==> config.mk <==
export PLATFORM = sky130hd
export DESIGN_NAME = pipe_stage_skid
export DESIGN_NICKNAME = d
export VERILOG_FILES = /design/src/rtl/pipe_pkg.sv /design/src/rtl/pipe_sat_counter.sv /design/src/rtl/pipe_stage_skid.sv
export SDC_FILE = /design/constraint.sdc
export NUM_CORES = 1
export LEC_CHECK = 0
export ABC_AREA = 1
export CORE_MARGIN = 1.5
export CORE_UTILIZATION = 40
export DETAILED_ROUTE_END_ITERATION = 8
export PLACE_DENSITY = 0.64
export SKIP_LAST_GASP = 1
export SLEW_MARGIN = 20
export SYNTH_ARGS = -nofsm -noshare
export SYNTH_HDL_FRONTEND = slang
export SYNTH_SLANG_ARGS = --single-unit
==> constraint.sdc <==
create_clock -name clk -period 2.9 [get_ports clk]
set_input_delay 0.58 -clock clk [delete_from_list [all_inputs] [get_ports clk]]
set_output_delay 0.58 -clock clk [all_outputs]
set_load 0.005 [all_outputs]
==> src/rtl/pipe_pkg.sv <==
`default_nettype none
// ============================================================================
//  Module      : pipe_pkg
//  Description : Shared definitions for pipeline stages. Holds the occupancy
//                state encoding, slot-load selectors and default widths.
//  Revision    : 1.0 - initial release
// ============================================================================
package pipe_pkg;

    // Default widths shared by all pipeline stages
    localparam int unsigned c_inst_width      = 32;
    localparam int unsigned c_inst_addr_width = 9;
    localparam int unsigned c_thread_bits     = 2;
    localparam int unsigned c_stat_width      = 16;

    // Occupancy state encoding
    localparam logic [1:0] c_occ_empty = 2'd0;
    localparam logic [1:0] c_occ_one   = 2'd1;
    localparam logic [1:0] c_occ_full  = 2'd2;

    typedef enum logic [1:0] {
        OCC_EMPTY = c_occ_empty,
        OCC_ONE   = c_occ_one,
        OCC_FULL  = c_occ_full
    } occ_state_t;

    // Where a storage slot takes its next payload from
    typedef enum logic [1:0] {
        SRC_HOLD = 2'd0,
        SRC_SKID = 2'd1,
        SRC_IN   = 2'd2
    } slot_src_t;

    // Number of entries dropped in one cycle (0..3)
    function automatic logic [1:0] count_drops(input logic a, input logic b, input logic c);
        return 2'({1'b0, a}) + 2'({1'b0, b}) + 2'({1'b0, c});
    endfunction

endpackage
`default_nettype wire

==> src/rtl/pipe_sat_counter.sv <==
`default_nettype none
// ============================================================================
//  Module      : pipe_sat_counter
//  Description : Up-counter that adds a multi-bit increment each cycle and
//                sticks at all-ones instead of wrapping.
//  Revision    : 1.0 - initial release
// ============================================================================
module pipe_sat_counter
    import pipe_pkg::*;
#(
    parameter int WIDTH     = c_stat_width,
    parameter int INC_WIDTH = 1
) (
    input  logic                 clk,
    input  logic                 reset,
    input  logic [INC_WIDTH-1:0] inc,
    output logic [WIDTH-1:0]     count
);

    localparam logic [WIDTH:0] c_max = {1'b0, {WIDTH{1'b1}}};

    logic [WIDTH-1:0] r_count;
    logic [WIDTH:0]   w_sum;

    // One extra bit so overflow is visible before clamping
    assign w_sum = {1'b0, r_count} + (WIDTH + 1)'(inc);

    // Accumulate, clamping at all-ones
    always_ff @(posedge clk or posedge reset) begin
        if (reset) begin
            r_count <= '0;
        end else if (w_sum > c_max) begin
            r_count <= '1;
        end else begin
            r_count <= w_sum[WIDTH-1:0];
        end
    end

    assign count = r_count;

endmodule
`default_nettype wire

==> src/rtl/pipe_stage_skid.sv <==
`default_nettype none
// ============================================================================
//  Module      : pipe_stage_skid
//  Description : One-cycle pipeline register with a skid slot, registered
//                in_ready and per-thread flush with in-order compaction.
//                Optional statistics counters when PIPE_STAGE_STATS_EN is
//                defined (stall_count, flush_count).
//  Revision    : 1.0 - initial release
// ============================================================================
module pipe_stage_skid
    import pipe_pkg::*;
#(
    parameter int INST_WIDTH      = c_inst_width,
    parameter int INST_ADDR_WIDTH = c_inst_addr_width,
    parameter int THREAD_BITS     = c_thread_bits,
    parameter int STAT_WIDTH      = c_stat_width
) (
    input  logic                       clk,
    input  logic                       reset,
    input  logic                       in_valid,
    output logic                       in_ready,
    input  logic [INST_WIDTH-1:0]      inst_in,
    input  logic [INST_ADDR_WIDTH-1:0] pc_in,
    input  logic [THREAD_BITS-1:0]     thread_id_in,
    output logic                       out_valid,
    input  logic                       out_ready,
    output logic [INST_WIDTH-1:0]      inst_out,
    output logic [INST_ADDR_WIDTH-1:0] pc_out,
    output logic [THREAD_BITS-1:0]     thread_id_out,
    input  logic                       flush,
    input  logic [THREAD_BITS-1:0]     flush_tid
`ifdef PIPE_STAGE_STATS_EN
    ,
    output logic [STAT_WIDTH-1:0]      stall_count,
    output logic [STAT_WIDTH-1:0]      flush_count
`endif
);

    occ_state_t                 r_state;
    occ_state_t                 w_state_nxt;
    logic                       r_in_ready;

    logic [INST_WIDTH-1:0]      r_main_inst;
    logic [INST_ADDR_WIDTH-1:0] r_main_pc;
    logic [THREAD_BITS-1:0]     r_main_tid;
    logic [INST_WIDTH-1:0]      r_skid_inst;
    logic [INST_ADDR_WIDTH-1:0] r_skid_pc;
    logic [THREAD_BITS-1:0]     r_skid_tid;

    logic      w_main_valid;
    logic      w_skid_valid;
    logic      w_accept;
    logic      w_transfer;
    logic      w_main_hit;
    logic      w_skid_hit;
    logic      w_in_hit;
    logic      w_keep_main;
    logic      w_keep_skid;
    logic      w_keep_in;
    slot_src_t w_main_src;
    slot_src_t w_skid_src;

    assign w_main_valid = (r_state != OCC_EMPTY);
    assign w_skid_valid = (r_state == OCC_FULL);

    assign w_accept   = in_valid & r_in_ready;
    assign w_transfer = w_main_valid & out_ready;

    assign w_main_hit = flush & (r_main_tid == flush_tid);
    assign w_skid_hit = flush & (r_skid_tid == flush_tid);
    assign w_in_hit   = flush & (thread_id_in == flush_tid);

    // A main entry leaving this cycle is delivered, so flush cannot touch it
    assign w_keep_main = w_main_valid & ~w_transfer & ~w_main_hit;
    assign w_keep_skid = w_skid_valid & ~w_skid_hit;
    assign w_keep_in   = w_accept & ~w_in_hit;

    // Compact survivors oldest-first (main, skid, incoming) into main then skid.
    // All three cannot survive together because a full stage never accepts.
    always_comb begin
        w_main_src  = SRC_HOLD;
        w_skid_src  = SRC_HOLD;
        w_state_nxt = OCC_EMPTY;
        if (w_keep_main) begin
            if (w_keep_skid) begin
                w_state_nxt = OCC_FULL;
            end else if (w_keep_in) begin
                w_skid_src  = SRC_IN;
                w_state_nxt = OCC_FULL;
            end else begin
                w_state_nxt = OCC_ONE;
            end
        end else if (w_keep_skid) begin
            w_main_src = SRC_SKID;
            if (w_keep_in) begin
                w_skid_src  = SRC_IN;
                w_state_nxt = OCC_FULL;
            end else begin
                w_state_nxt = OCC_ONE;
            end
        end else if (w_keep_in) begin
            w_main_src  = SRC_IN;
            w_state_nxt = OCC_ONE;
        end
    end

    // Occupancy state and registered ready (ready means skid slot is free)
    always_ff @(posedge clk or posedge reset) begin
        if (reset) begin
            r_state    <= OCC_EMPTY;
            r_in_ready <= 1'b1;
        end else begin
            r_state    <= w_state_nxt;
            r_in_ready <= (w_state_nxt != OCC_FULL);
        end
    end

    // Main payload: loaded only when a different entry moves in
    always_ff @(posedge clk or posedge reset) begin
        if (reset) begin
            r_main_inst <= '0;
            r_main_pc   <= '0;
            r_main_tid  <= '0;
        end else if (w_main_src == SRC_SKID) begin
            r_main_inst <= r_skid_inst;
            r_main_pc   <= r_skid_pc;
            r_main_tid  <= r_skid_tid;
        end else if (w_main_src == SRC_IN) begin
            r_main_inst <= inst_in;
            r_main_pc   <= pc_in;
            r_main_tid  <= thread_id_in;
        end
    end

    // Skid payload: only ever filled from the input side
    always_ff @(posedge clk or posedge reset) begin
        if (reset) begin
            r_skid_inst <= '0;
            r_skid_pc   <= '0;
            r_skid_tid  <= '0;
        end else if (w_skid_src == SRC_IN) begin
            r_skid_inst <= inst_in;
            r_skid_pc   <= pc_in;
            r_skid_tid  <= thread_id_in;
        end
    end

    assign in_ready      = r_in_ready;
    assign out_valid     = w_main_valid;
    assign inst_out      = r_main_inst;
    assign pc_out        = r_main_pc;
    assign thread_id_out = r_main_tid;

`ifdef PIPE_STAGE_STATS_EN
    logic       w_stall_inc;
    logic [1:0] w_drop_cnt;

    assign w_stall_inc = w_main_valid & ~out_ready;
    assign w_drop_cnt  = count_drops(w_main_valid & ~w_transfer & w_main_hit,
                                     w_skid_valid & w_skid_hit,
                                     w_accept & w_in_hit);

    pipe_sat_counter #(
        .WIDTH     (STAT_WIDTH),
        .INC_WIDTH (1)
    ) u_stall_counter (
        .clk   (clk),
        .reset (reset),
        .inc   (w_stall_inc),
        .count (stall_count)
    );

    pipe_sat_counter #(
        .WIDTH     (STAT_WIDTH),
        .INC_WIDTH (2)
    ) u_flush_counter (
        .clk   (clk),
        .reset (reset),
        .inc   (w_drop_cnt),
        .count (flush_count)
    );
`endif

endmodule
`default_nettype wire

==> impl_metrics.toml <==
[sta]
timing.fmax_mhz = 415
setup_tns_ns = 0
timing.hold.ws_ns = 0.511
skew_ns = 0.0188
final.min_clock_period_ns = 2.41
slew_headroom_pct = 69.7
slew_viol_final = 0
hold_violations = 0
rsz0062_at_grt = "false"
post-route-period-util_pct = 83.1
worstMarginPinSlew_ns = 0.455
setup_violations = 0

[setup_path]
cp_top_family = "buffers and inverters"
max_stage_delay_ns = 0.54
required_ns = 3.16
cpMaxStageDelayCell = "clkdlybuf4s50_1"
crit_fanout = 16
crit_chain = "clkdlybuf4s50_1 > inv_2 > or2_2 > o211ai_1 > a211oi_1 > nor2_1 > ha_1 > inv_1 > nand3_4 > nand2_2 > buf_4 > nand2_1 > nand2_1"
endpoint_kind = "flop"
cp.arrival_ns = 2.67
crit_type = "in -> reg"
cp-start-kind = "primary input"
crit_top_cell = "nand2_1"
critPathBufInv = 4

[clocking]
h-tree-depth = 3
cts_resized = 0
cts_tree = "built"
numClockSinks = 89
clk_pin_slew_ns = 0.09
cts.path.max_buffers = 2
postCtsSetupBuffers = 0
cts_buffers = 9
cts_root_buffer = "clkbuf_8"
holdBufCountCts = 0
clk_latency_ns = 0.37

[logic_synthesis]
yosysTopAreaCell = "dfrtp_1"
synthCells = 562
synth.distinct_cells = 26
yosysWarningCount = 0
synth_area_leaders = "dfrtp_1, nand2_1, nand3_1, inv_1, o21ai_1"
synth.top_cell.area_share_pct = 49.9
avgSynthCellArea_um2 = 7.85
yosysSeqAreaShare_pct = 50.5
ys_ff_latch = 89
synth_fp_nets = 616
synth_area_um2 = 4410

[routing]
vias = 3820
vias_per_cell = 4.81
drc = 0
routedWlPerCell_um = 13.5
dr.pass1.iters = 5
drt_iter0_drc = 208
routed_wl_um = 10700
ant_nets = 0

[grt]
grt_pass1_wl_um = 17800
grt_remaining_overflow = 0
antenna_found_initial = 0
track_usage_pct = 19.6
grt_max_degree = 47
grt_pass1_vias = 3675

[floorplan]
die_w_um = 108
start_util_pct = 40.9
pin_count = 95
die_height_um = 108
core_um2 = 10800
rows = 38
die_area_um2 = 11700

[place]
place_area_um2 = 5490
place_hpwl_um = 7290
io_buffer_count = 94
gp_congestion = 0.771
dp_cells = 779

[outcome]
status = "finished clean"

[job]
maxCapViolations = 0

[power_and_ir_drop]
p_sw_uw = 1900
powerDensity_nw_per_um2 = 940
pwr-share-clk_pct = 18.2
power_frac_seq_pct = 40.8
intPower_uw = 3480
ir_drop_v = 0.000325
swShare_pct = 35.3
p_leak_uw = 0.00284
pwr-share-comb_pct = 41.0

[min_path]
min_path_type = "reg -> reg"

[layout]
nFillCells = 1047
most-common-layout-cells = "nand2_1, clkdlybuf4s50_1, dfrtp_1"
nets = 704
seq_area_um2 = 2230
drive_gt1_share_pct = 7.80
flow.area_growth_from_synthesis_pct = 29.6
fin_cells = 794
antenna_cells = 0
final_core_util_pct = 52.9
multi_input_area_um2 = 1740
design_area_um2 = 5710
layout_commonest_cell = "nand2_1"
## worst register-to-register path: cells and delay by family, from the launching register on
family | cells | cell delay, ns
AOI/OAI and AO/OA | 1 | 0.11
DFF | 1 | 0.41
adders and majority gates | 1 | 0.24
and+or+nand+nor | 6 | 0.64
buffers and inverters | 3 | 0.45
## state kept, by name, indices dropped and copies added (netlist names)
| signal | flops |
|---|---|
| r_skid_pc | 9 |
| pc_out | 9 |
| thread_id_out | 2 |
| r_skid_tid | 2 |
| in_ready | 1 |
| inst_out | 32 |
| r_skid_inst | 32 |
| r_state | 2 |
## per-layer routing
metal / track usage (%) / share of wire [%] / wire length (um)
met1: 25.6 / 46 / 4900
met2: 33.0 / 49 / 5240
met3: 2.77 / 3.8 / 403
met4: 7.89 / 1.5 / 160
met5: 0 / 0 / 0
## path summary, 6_finish.rpt
kind | startpoint | endpoint | slack [ns] | cells after the start
min in group asynchronous | reset | inst_out[2] | 0.57 | 2
worst max register to register | r_skid_tid[1] | inst_out[24] | 1.00 | 11
worst max-delay path | flush_tid[0] | inst_out[24] | 0.49 | 13
max in group asynchronous | reset | r_state[0] | 1.68 | 3
worst min register to register | inst_out[11] | inst_out[11] | 0.51 | 2
worst min-delay path | inst_out[11] | inst_out[11] | 0.51 | 2
## Yosys cell counts, drive strengths merged
library cell	n
a211oi	1
a21oi	1
buf	28
clkbuf	6
dfrtp	88
dfstp	1
ha	4
inv	55
nand2	234
nand3	90
nor2	4
o211ai	2
o21ai	47
or2	1
## power groups by stage
stage	clock network, uW	registers, uW	logic [uW]
after floorplan	0	2160	1240
after global placement	0	2190	2170
after detailed placement	0	2210	2230
after CTS	994	2190	2240
after global routing	1050	2260	2480
final	978	2190	2200
## area by class of cell
type,instances,share of cell area [%]
Clock inverter,4,1.34
Clock buffer,11,2.65
Multi-Input combinational cell,384,30.5
Sequential cell,89,39.0
Timing Repair Buffer,111,19.8
Tap cell,140,3.07
Inverter,55,3.66
## cells by family (layout without fill, tap and decap cells)
| kind of cell | after synthesis | in the layout | share of synthesized area [%] |
|---|---|---|---|
| compound gates | 51 | 51 | 6.39 |
| flops | 89 | 89 | 50.5 |
| buf+inv | 89 | 181 | 9.93 |
| simple gates | 329 | 329 | 32.0 |
| fa+ha+maj | 4 | 4 | 1.14 |
## per-stage QoR
stage | power, uW | worst slack (ns)
after floorplan | 3400 | 0.0147
after global placement | 4360 | 0.168
after detailed placement | 4440 | 0.112
after CTS | 5430 | 0.492
after global routing | 5790 | 0.240
final | 5370 | 0.490
Note: power is estimated with default switching activity, not from simulation.
